$ cat src/rtl/maa_pipe_adder_if.sv
// Handshake bundle for maa_pipe_adder: upstream operand channel, downstream result channel
// and the completed-transfer counter.
interface maa_pipe_adder_if #(
   parameter int LOG2_WIDTH = 4,
   parameter int WIDTH      = 2**LOG2_WIDTH,
   parameter int M_MAX      = 8,
   parameter int LANES      = 1,
   parameter int CNT_W      = 16
);
   localparam int OPW = LOG2_WIDTH + WIDTH - 1;
   localparam int M_W = $clog2(M_MAX + 1);
   localparam int XW  = WIDTH - 1;
   localparam int KW  = LOG2_WIDTH + 1;

   logic                  in_valid;
   logic                  in_ready;
   logic [M_W-1:0]        in_m;
   logic [LANES*OPW-1:0]  in_op1;
   logic [LANES*OPW-1:0]  in_op2;
   logic                  out_valid;
   logic                  out_ready;
   logic [LANES*XW-1:0]   out_x;
   logic [LANES*KW-1:0]   out_k;
   logic [CNT_W-1:0]      txn_count;

   modport slave (
      input  in_valid, in_m, in_op1, in_op2, out_ready,
      output in_ready, out_valid, out_x, out_k, txn_count
   );

   modport master (
      output in_valid, in_m, in_op1, in_op2, out_ready,
      input  in_ready, out_valid, out_x, out_k, txn_count
   );
endinterface

$ cat src/rtl/maa_pipe_adder.sv
// Two-stage multi-lane Mitchell approximate adder: the low m bits pass op2 through,
// the upper bits add exactly with carry-in op1[m-1].
module maa_pipe_adder #(
   parameter int LOG2_WIDTH = 4,
   parameter int WIDTH      = 2**LOG2_WIDTH,
   parameter int M_MAX      = 8,
   parameter int LANES      = 1,
   parameter int CNT_W      = 16
) (
   input  logic             clk,
   input  logic             rst,
   maa_pipe_adder_if.slave  bus
);
   localparam int OPW = LOG2_WIDTH + WIDTH - 1;
   localparam int M_W = $clog2(M_MAX + 1);
   localparam int XW  = WIDTH - 1;
   localparam int KW  = LOG2_WIDTH + 1;
   localparam int LW  = LANES * OPW;

   localparam logic [M_W-1:0]   M_MAX_L = M_W'(M_MAX);
   localparam logic [M_W-1:0]   M_ONE   = M_W'(1);
   localparam logic [CNT_W-1:0] CNT_ONE = CNT_W'(1);
   localparam logic [OPW:0]     SUM_ONE = (OPW+1)'(1);

   function automatic logic [OPW:0] approx_sum(input logic [OPW-1:0] a,
                                               input logic [OPW-1:0] b,
                                               input logic [M_W-1:0] m);
      logic [OPW:0] a_w;
      logic [OPW:0] b_w;
      logic [OPW:0] lo_mask;
      logic [OPW:0] hi;
      logic         cin;
      a_w     = {1'b0, a};
      b_w     = {1'b0, b};
      lo_mask = ~({(OPW+1){1'b1}} << m);
      if (m != {M_W{1'b0}}) begin
         cin = |(a_w & (SUM_ONE << (m - M_ONE)));
      end else begin
         cin = 1'b0;
      end
      hi = (a_w >> m) + (b_w >> m) + {{OPW{1'b0}}, cin};
      approx_sum = (hi << m) | (b_w & lo_mask);
   endfunction

   logic [LW-1:0]        a_op1_q, a_op1_d;
   logic [LW-1:0]        a_op2_q, a_op2_d;
   logic [M_W-1:0]       a_m_q, a_m_d;
   logic                 va_q, va_d;
   logic [LANES*XW-1:0]  b_x_q, b_x_d;
   logic [LANES*KW-1:0]  b_k_q, b_k_d;
   logic                 vb_q, vb_d;
   logic [CNT_W-1:0]     cnt_q, cnt_d;

   logic                 in_ready_s;
   logic                 fire_in_s;
   logic                 load_b_s;
   logic                 fire_out_s;
   logic [M_W-1:0]       m_clamp_s;
   logic [OPW:0]         sum_s [LANES];

   // A frees up either because it is empty or because B takes its contents this cycle
   assign in_ready_s = !va_q || !vb_q || bus.out_ready;
   assign fire_in_s  = bus.in_valid && in_ready_s;
   assign load_b_s   = va_q && (!vb_q || bus.out_ready);
   assign fire_out_s = vb_q && bus.out_ready;
   assign m_clamp_s  = (bus.in_m > M_MAX_L) ? M_MAX_L : bus.in_m;

   always_comb begin
      for (int l = 0; l < LANES; l++) begin
         sum_s[l] = approx_sum(a_op1_q[l*OPW +: OPW], a_op2_q[l*OPW +: OPW], a_m_q);
      end
   end

   always_comb begin
      a_op1_d = a_op1_q;
      a_op2_d = a_op2_q;
      a_m_d   = a_m_q;
      va_d    = va_q;
      b_x_d   = b_x_q;
      b_k_d   = b_k_q;
      vb_d    = vb_q;
      cnt_d   = cnt_q;
      if (fire_in_s) begin
         a_op1_d = bus.in_op1;
         a_op2_d = bus.in_op2;
         a_m_d   = m_clamp_s;
         va_d    = 1'b1;
      end else if (load_b_s) begin
         va_d = 1'b0;
      end else begin
         va_d = va_q;
      end
      if (load_b_s) begin
         for (int l = 0; l < LANES; l++) begin
            b_x_d[l*XW +: XW] = sum_s[l][XW-1:0];
            b_k_d[l*KW +: KW] = sum_s[l][OPW:XW];
         end
         vb_d = 1'b1;
      end else if (fire_out_s) begin
         vb_d = 1'b0;
      end else begin
         vb_d = vb_q;
      end
      if (fire_out_s) begin
         cnt_d = cnt_q + CNT_ONE;
      end else begin
         cnt_d = cnt_q;
      end
   end

   always_ff @(posedge clk or posedge rst) begin
      if (rst) begin
         a_op1_q <= {LW{1'b0}};
         a_op2_q <= {LW{1'b0}};
         a_m_q   <= {M_W{1'b0}};
         va_q    <= 1'b0;
         b_x_q   <= {(LANES*XW){1'b0}};
         b_k_q   <= {(LANES*KW){1'b0}};
         vb_q    <= 1'b0;
         cnt_q   <= {CNT_W{1'b0}};
      end else begin
         a_op1_q <= a_op1_d;
         a_op2_q <= a_op2_d;
         a_m_q   <= a_m_d;
         va_q    <= va_d;
         b_x_q   <= b_x_d;
         b_k_q   <= b_k_d;
         vb_q    <= vb_d;
         cnt_q   <= cnt_d;
      end
   end

   assign bus.in_ready  = in_ready_s;
   assign bus.out_valid = vb_q;
   assign bus.out_x     = b_x_q;
   assign bus.out_k     = b_k_q;
   assign bus.txn_count = cnt_q;
endmodule

$ cat src/flat_wrapper.sv
// flat-port wrapper written by rule: the top's interface ports become plain ports
module maa_pipe_adder_flat 
#(
   parameter int LOG2_WIDTH = 4,
   parameter int WIDTH      = 2**LOG2_WIDTH,
   parameter int M_MAX      = 8,
   parameter int LANES      = 1,
   parameter int CNT_W      = 16
)
  (clk, rst, bus_in_valid, bus_in_m, bus_in_op1, bus_in_op2, bus_out_ready, bus_in_ready, bus_out_valid, bus_out_x, bus_out_k, bus_txn_count);
  maa_pipe_adder_if #(.LOG2_WIDTH(LOG2_WIDTH), .WIDTH(WIDTH), .M_MAX(M_MAX), .LANES(LANES), .CNT_W(CNT_W)) bus_i ();
  input  logic clk;
  input  logic rst;
  input wire logic [$bits(bus_i.in_valid)-1:0] bus_in_valid;
  input wire logic [$bits(bus_i.in_m)-1:0] bus_in_m;
  input wire logic [$bits(bus_i.in_op1)-1:0] bus_in_op1;
  input wire logic [$bits(bus_i.in_op2)-1:0] bus_in_op2;
  input wire logic [$bits(bus_i.out_ready)-1:0] bus_out_ready;
  output wire logic [$bits(bus_i.in_ready)-1:0] bus_in_ready;
  output wire logic [$bits(bus_i.out_valid)-1:0] bus_out_valid;
  output wire logic [$bits(bus_i.out_x)-1:0] bus_out_x;
  output wire logic [$bits(bus_i.out_k)-1:0] bus_out_k;
  output wire logic [$bits(bus_i.txn_count)-1:0] bus_txn_count;
  assign bus_i.in_valid = bus_in_valid;
  assign bus_i.in_m = bus_in_m;
  assign bus_i.in_op1 = bus_in_op1;
  assign bus_i.in_op2 = bus_in_op2;
  assign bus_i.out_ready = bus_out_ready;
  assign bus_in_ready = bus_i.in_ready;
  assign bus_out_valid = bus_i.out_valid;
  assign bus_out_x = bus_i.out_x;
  assign bus_out_k = bus_i.out_k;
  assign bus_txn_count = bus_i.txn_count;
  maa_pipe_adder #(.LOG2_WIDTH(LOG2_WIDTH), .WIDTH(WIDTH), .M_MAX(M_MAX), .LANES(LANES), .CNT_W(CNT_W)) u_core (.clk(clk), .rst(rst), .bus(bus_i));
endmodule
$ cat config.mk
export PLATFORM = sky130hd
export DESIGN_NAME = maa_pipe_adder_flat
export DESIGN_NICKNAME = d
export VERILOG_FILES = /design/src/rtl/maa_pipe_adder_if.sv /design/src/rtl/maa_pipe_adder.sv /design/src/flat_wrapper.sv
export SDC_FILE = /design/constraint.sdc
export NUM_CORES = 1
export LEC_CHECK = 0
export CORE_ASPECT_RATIO = 0.6
export CORE_MARGIN = 4
export CORE_UTILIZATION = 30
export DETAILED_ROUTE_END_ITERATION = 10
export GPL_TIMING_DRIVEN = 0
export HOLD_SLACK_MARGIN = 0.1
export PLACE_DENSITY = 0.52
export SLEW_MARGIN = 20
export SYNTH_ARGS = -nofsm -noshare
export SYNTH_HDL_FRONTEND = slang
export SYNTH_SLANG_ARGS = --single-unit
$ cat constraint.sdc
create_clock -name clk -period 4.4 [get_ports clk]
set_input_delay 0.44 -clock clk [delete_from_list [all_inputs] [get_ports clk]]
set_output_delay 0.44 -clock clk [all_outputs]
set_load 0.02 [all_outputs]
==> impl_results.md, run 1 <==
* Cell Rows at 41
* Hold Fails Final Rpt at 0
* Syn_nets at between 800 and 900
* Die X at slightly below 200 µm
* Port bufs at between 80 and 90
* GR Overflow Total at 0
* DR DRC count at 0
* Final period util at 102.4%
* Leakage power at approximately 3.7 nW
* Pre-antenna DRT Iters at 7
* # IOs at 84
* Die ar. at ~24000 µm²
* TritonCTS clock tree: done
* Crit-path max FO at 10
* Starting Density at 30.80%
* Vias after detailed routing at ~6700
* Die Y at ~120 µm
* Worst r2r src: u_core.a_m_q[2]
* Synth Area in XOR/XNOR at roughly 4.3%
* PwrDens at between 600 and 700 nW/µm²
* Core ar. at about 21000 µm²
* Via density at 5.669
* Setup slack, reg-to-reg at -0.11 ns
* Layout cells sized above 1 at about a quarter
* Fmax at between 200 and 250 MHz
* Synth top area share at between 30% and 40%
* Asr flop ratio synth at 100.0%
* Post-synthesis sequential area ratio at between 30% and 40%
* Largest net degree at the start of global routing at 53
* Synthesized flop and latch total at 80
* Critical path class: reg2reg
* ANT nets after route at 0
* Clock root cell: clkbuf_16
* Critical Path Max Stage Delay at between 0.4 and 0.5 ns
* ANT cells at 0
* Worst setup margin at -0.1057 ns
* Reg2Reg Depth at 17
* Crit. End Element: flop
* Post-synth EDFFs at 0
* Cells after Synth at 770
* Wirelength, routed at around 27000 µm
* Post-DR wirelength/cell at 22.45 µm
* DP HPWL at around 21000 µm
* Most frequent cells in the layout: nand2_1 (89), clkdlybuf4s50_1 (83), nor2_1 (80), dfrtp_1 (79), a21oi_1 (58)
* Syn-to-layout area delta at 37.55%
* Critical R2R Capture: u_core.bus.out_k[4]
* Fin. max-slew vios at 0
* Critical Path RT at ~4.6 ns
* Worst min path class: in2async
* Commonest non-fill, non-tap cell in the layout: nand2_1
* Initial antenna violation count at 0
* Overall routing resource usage at 21.45%
* Slew @ Worst Pin at around 0.80 ns
* Clock Sinks at 80
* Routability Congestion at ~1.0
* Synth top area cells: dfrtp_1 (31%), mux2_2 (9.1%), mux2i_1 (6.9%)
* Synth warnings at 0
* Largest family of logic cells by synthesized area: compound AO/OA/AOI/OAI gates
* Setup TNS at -0.2755 ns
* Cell Area, Synth at roughly 6500 µm²
* Area leader, netlist: dfrtp_1
* Slew HR at between 40% and 50%
* Outcome: complete, but fails checks
* Number of DRC markers in iteration 0 at approximately 800
* H-tree Lvls at 3
* Crit path DAT at approximately 4.7 ns
* Hold_buf cts at 0
* Post-Synth Simple-Gate Area at between 10% and 20%
* Complex-gate fraction of the synthesized area at between 20% and 30%
* First-pass GRT wire length at 39460 µm
* Top FF cell, synth: dfrtp_1
* Unrepaired setup endpoints after global routing: true
* Fill count at 2153
* Critical path cell sequence: inv_4, clkbuf_2, clkbuf_2, mux2i_1, mux2i_2, fa_2, inv_2, fa_2, nand2b_4, a211o_4, a21oi_4, nor2_4, o41ai_4, xor2_1, o2111a_1, a311oi_2, a41oi_2
* Maximum VDD drop at between 0.2 and 0.25 mV
* Clock Tree Buf Depth at 2
* Final Core Density at between 40% and 50%
* Vias in the first global route at around 6300
* Worst clock skew at approximately 0.0054 ns
* Final Setup Violations at 5
* Distinct cell type count after synthesis at 63
* MaxCap Viol Count at 0
* Total power at a little under 6 mW
* Critical Path Start Type: flop
* Mean area per synthesized cell at between 8 and 9 µm²
* Post-Synth Adder-Cell Area at approximately 4.6%
* CP max-delay cell: dfrtp_2
* CTS Buf Count at 9
* Worst-Skew Late Latency at around 0.35 ns
* Mux share of post-synthesis cell area at about a fifth
* Fin nets at between 900 and 1000
* Clock transition at the registers of the reported paths at around 0.060 ns
* Crit path time final at between 4 and 5 ns
* Failing checks: negative setup slack
-- synth_stat cells (all sizes together) (3+ instances only) --
master   number
a211oi       18
a21o          6
a21oi        70
a221oi        3
a311oi        3
a31oi         6
and2          6
and3          8
buf          12
clkbuf       38
dfrtp        80
ha           21
inv          12
mux2         54
mux2i        45
mux4         10
nand2        91
nand2b       10
nand3        30
nand4         5
nor2         84
nor2b         6
nor3          6
o2111ai       3
o211ai       11
o21a          6
o21ai        51
o22ai        10
o311ai        3
xnor2        19
xor2         13
-- sequential cells by signal (all words and copies together) (netlist names) --
register,count
u_core.bus.out_k,5
u_core.a_op2_q,19
u_core.bus.out_x,15
u_core.bus.txn_count,16
u_core.a_op1_q,19
u_core.bus.out_valid,1
u_core.va_q,1
u_core.a_m_q,4
-- report_power, final --
group          switching (mW)  internal, mW  leakage, nW
registers               0.174         0.909        0.964
logic                    2.30          1.70         2.56
clock network           0.288         0.471        0.143
-- metrics by stage --
step	setup slack, ns	hold slack [ns]	instance area, µm²	cells
2_1_floorplan	0.01908	0.4711	6543	770
3_3_place_gp	-1.407	0.4642	7722	1132
3_5_place_dp	-1.376	0.4674	7759	1133
4_1_cts	-0.08829	0.4487	8622	1169
5_1_grt	-0.2032	0.4688	8997	1181
6_report	-0.1057	0.4421	8997	1181
-- per-layer routing --
layer | share of wire, % | track usage, % | up-vias
met1 | 50 | 34.93 | 3251
li1 | - | - | 3048
met5 | 0 | 0 | -
met4 | 0.71 | 3.330 | 0
met2 | 37 | 26.29 | 379
met3 | 12 | 7.929 | 17
-- logic make-up (layout without fill, tap and decap cells) --
kind of cell               count (synthesis)  after routing
AOI/OAI and AO/OA                        210            210
xor gates and xnor gates                  32             32
adders and majority gates                 23             23
buffers and inverters                     63            195
DFF                                       80             80
muxes                                    109            109
and+or+nand+nor                          253            253
-- worst max path at each step --
stage	from	to	slack, ns	depth (start not counted)
floorplan	u_core.a_m_q[0]	u_core.bus.out_x[8]	0.02	18
global placement	u_core.a_m_q[2]	u_core.bus.out_x[12]	-1.41	19
detailed placement	u_core.a_m_q[2]	u_core.bus.out_x[12]	-1.38	19
CTS	u_core.a_m_q[2]	u_core.bus.out_x[8]	-0.09	20
global route	u_core.a_m_q[0]	u_core.bus.out_k[4]	-0.20	18
finish	u_core.a_m_q[2]	u_core.bus.out_k[4]	-0.11	17
-- what timing repair did --
| item | 4_1_cts | 5_1_grt |
|---|---|---|
| gates resized for setup | 109 | 77 |
| pin swaps | 19 | 23 |
| setup endpoints to repair | 19 | 18 |
| hold endpoints to repair | 0 | 0 |
| buffers inserted | 19 | 14 |
| cloned | 1 | 0 |
-- worst max-delay path: cells and delay by family, from the launching register on --
family	cells	cell delay (ns)
compound gates	6	1.67
xor+xnor	1	0.13
fa+ha+maj	2	0.63
buf+inv	4	0.86
flops	1	0.46
mux	2	0.40
simple gates	2	0.21
-- layout make-up --
| cell class | count | area [µm²] | share of cell area [%] |
|---|---|---|---|
| multi-input combinational | 627 | 4771 | 53.02 |
| clock buffer | 14 | 264.0 | 2.934 |
| clock inverter | 2 | 37.54 | 0.4172 |
| inverter | 13 | 73.82 | 0.8205 |
| timing repair buffer | 117 | 1122 | 12.47 |
| sequential | 80 | 2003 | 22.26 |
| tap | 279 | 349.1 | 3.880 |
| buffer | 49 | 376.6 | 4.186 |
Note: power is estimated with default switching activity, not from simulation.
==> run 2: changes to the inputs <==
PLACE_DENSITY = 0.51   (was 0.52)
clock period = 5.1 ns   (was 4.4 ns; I/O delays follow)
==> run 2 against run 1 <==
The flow now finishes without violations. Register-to-register slack gained 0.22 ns. Global-route usage fell by 0.52 points. Sequential power is 14% lower. First-iteration DRC count rose by 14%. Critical path depth up 2. Sequential share of layout area increased by 2.1 points. Wire length fell by 2.6%. Final area decreased by 8.6%. Total power shrank 24%. Hold slack gained 0.038 ns. Critical path type unchanged. Highest routed layer is now met5.
==> impl_results.md, run 2 (synthesized netlist as in run 1, its figures left out) <==
* Largest net degree at the start of global routing at 56 (+5.7%)
* Hold Fails Final Rpt at 0 (unchanged)
* Pre-antenna DRT Iters at 5 (-2)
* Syn-to-layout area delta at 25.71%
* Post-DR wirelength/cell at 22.43 µm (about the same)
* Die ar. at 24310 µm² (unchanged)
* Critical Path RT at 5.32 ns (+0.72 ns)
* Reg2Reg Depth at 19 (+2)
* Wirelength, routed at 25820 µm (-2.6%)
* Final period util at 97.71% (-4.7 points)
* Critical path class: reg2reg
* Via density at 5.724 (+0.97%)
* DR DRC count at 0 (unchanged)
* Vias after detailed routing at 6588 (-1.6%)
* Core ar. at 21240 µm² (unchanged)
* Fmax at 200.7 MHz (-9.6%)
* ANT nets after route at 0 (unchanged)
* Worst clock skew at 0.006949 ns (+0.001581 ns)
* Total power at 4.446 mW (-24%)
* Slew @ Worst Pin at 0.8278 ns (+0.02925 ns)
* GR Overflow Total at 0 (unchanged)
* Crit path time final at 4.983 ns (+0.4773 ns)
* H-tree Lvls at 3 (unchanged)
* Post-placement cell area at 7757 µm² (about the same)
* CTS Buf Count at 9 (unchanged)
* Number of DRC markers in iteration 0 at 908 (+14%)
* Die X at 198.6 µm (unchanged)
* Worst-Skew Late Latency at 0.34 ns (about the same)
* Clock transition at the registers of the reported paths at 0.06 ns (about the same)
* Most frequent cells in the layout: nand2_1 (90), nor2_1 (83), clkdlybuf4s50_1 (83), dfrtp_1 (79), a21oi_1 (68)
* Die Y at 122.4 µm (unchanged)
* # IOs at 84 (unchanged)
* Overall routing resource usage at 20.93% (-0.52 points)
* Worst setup margin at 0.1170 ns (+0.2227 ns)
* Leakage power at 3.373 nW (-8.1%)
* Starting Density at 30.80% (unchanged)
* MaxCap Viol Count at 0 (unchanged)
* Worst min path class: reg2reg
* Fin nets at 936 (-3.1%)
* Final Setup Violations at 0 (-5)
* Layout cells sized above 1 at 15.14% (-10 points)
* Clock root cell: clkbuf_16
* Cell Rows at 41 (unchanged)
* Crit-path max FO at 7 (-3)
* Setup WS pre-CTS at -0.7369 ns (+0.6394 ns)
* Clock Sinks at 80 (unchanged)
* Setup slack, reg-to-reg at 0.12 ns (+0.22 ns)
* Slew HR at 44.39% (-1.9 points)
* DP HPWL at 20880 µm (+0.53%)
* Worst Hold Depth at 2
* Unrepaired setup endpoints after global routing: false
* Critical Path Start Type: flop
* Port bufs at 83 (unchanged)
* Maximum VDD drop at 0.2141 mV (-5.7%)
* Final Core Density at 38.72% (-3.6 points)
* Fin. max-slew vios at 0 (unchanged)
* Routability Congestion at 0.9947 (-0.80%)
* Crit. End Element: flop
* Clock Tree Buf Depth at 2 (unchanged)
* Hold_buf cts at 0 (unchanged)
* Setup TNS at 0 ns (+0.2755 ns)
* Initial antenna violation count at 0 (unchanged)
* Layout Cell Area excl Fill at 8223 µm² (-8.6%)
* First-pass GRT wire length at 38610 µm (-2.2%)
* TritonCTS clock tree: done
* Crit path DAT at 5.21 ns (+0.50 ns)
* Outcome: finished, final reports clean
* PwrDens at 540.7 nW/µm² (-17%)
* ANT cells at 0 (unchanged)
* Vias in the first global route at 6166 (-2.0%)
* Commonest non-fill, non-tap cell in the layout: nand2_1
run 2: changes by cell type in the layout (fill, tap and decap cells not counted), moves of 6 or more:
| cell | previous run | this run |
|---|---|---|
| mux2i_1 | 32 | 45 |
| mux2i_2 | 11 | 0 |
| xor2_1 | 6 | 12 |
| o21ai_2 | 8 | 1 |
| a21oi_1 | 58 | 68 |
| a21oi_2 | 10 | 1 |
| o21ai_0 | 32 | 46 |
| clkbuf_1 | 18 | 24 |
| o21ai_1 | 11 | 4 |
| buf_4 | 32 | 5 |
run 2: worst paths after layout:
check	start	endpoint
hold reg to reg	u_core.bus.out_x[3]	u_core.bus.out_x[3]
max in group asynchronous	rst	u_core.bus.out_x[11]
setup reg to reg	u_core.a_m_q[0]	u_core.bus.out_x[13]
min in group asynchronous	rst	u_core.bus.txn_count[9]
setup / recovery	u_core.a_m_q[0]	u_core.bus.out_x[13]
hold / removal	u_core.bus.out_x[3]	u_core.bus.out_x[3]
run 2: cell type report:
class | instances | area, µm²
flip-flops and latches | 80 | 2003
inverters | 13 | 57.56
repair buffers | 86 | 873.3
plain buffers | 50 | 254.0
well taps | 279 | 349.1
clock buffers | 12 | 256.5
clock inverters | 4 | 52.55
multi-input cells | 627 | 4377
fillers | 2246 | 13020
run 2: stage by stage:
stage	instances	hold WS [ns]
floorplan	770	0.4711
global placement	1132	0.4656
detailed placement	1133	0.4691
CTS	1151	0.4808
global route	1151	0.5040
finish	1151	0.4801
run 2: routing by layer:
layer  part of all wire (%)  global-route usage [%]
met5                   0.20                   1.646
met4                   0.80                   3.160
met3                     12                   6.145
met2                     37                   26.42
met1                     50                   34.35
run 2: where the power goes:
group,total [mW],switching [mW],leakage [nW],internal [mW]
Clock,0.669,0.262,0.153,0.407
Combinational,2.84,1.76,2.26,1.08
Sequential,0.933,0.149,0.964,0.784
run 2: timing repair:
item,CTS,global route
setup buffers,2,0
resized for setup,23,46
endpoints found under the setup margin,16,15
pin swaps,1,1
run 2: worst max-delay path, cell delays in order, from the launching register on:
cell and delay, ns:
dfrtp_1 0.32, clkbuf_4 0.21, inv_4 0.09, nand2_2 0.15, clkinvlp_4 0.16, ha_2 0.42
mux4_2 0.30, mux2i_1 0.23, o21ai_1 0.10, a22o_1 0.27, fa_2 0.38, a211oi_1 0.31
o21ai_0 0.28, xor2_1 0.43, mux2i_1 0.25, mux2i_1 0.37, nor2_1 0.09, a21oi_1 0.17
o22ai_1 0.09, a311oi_1 0.26
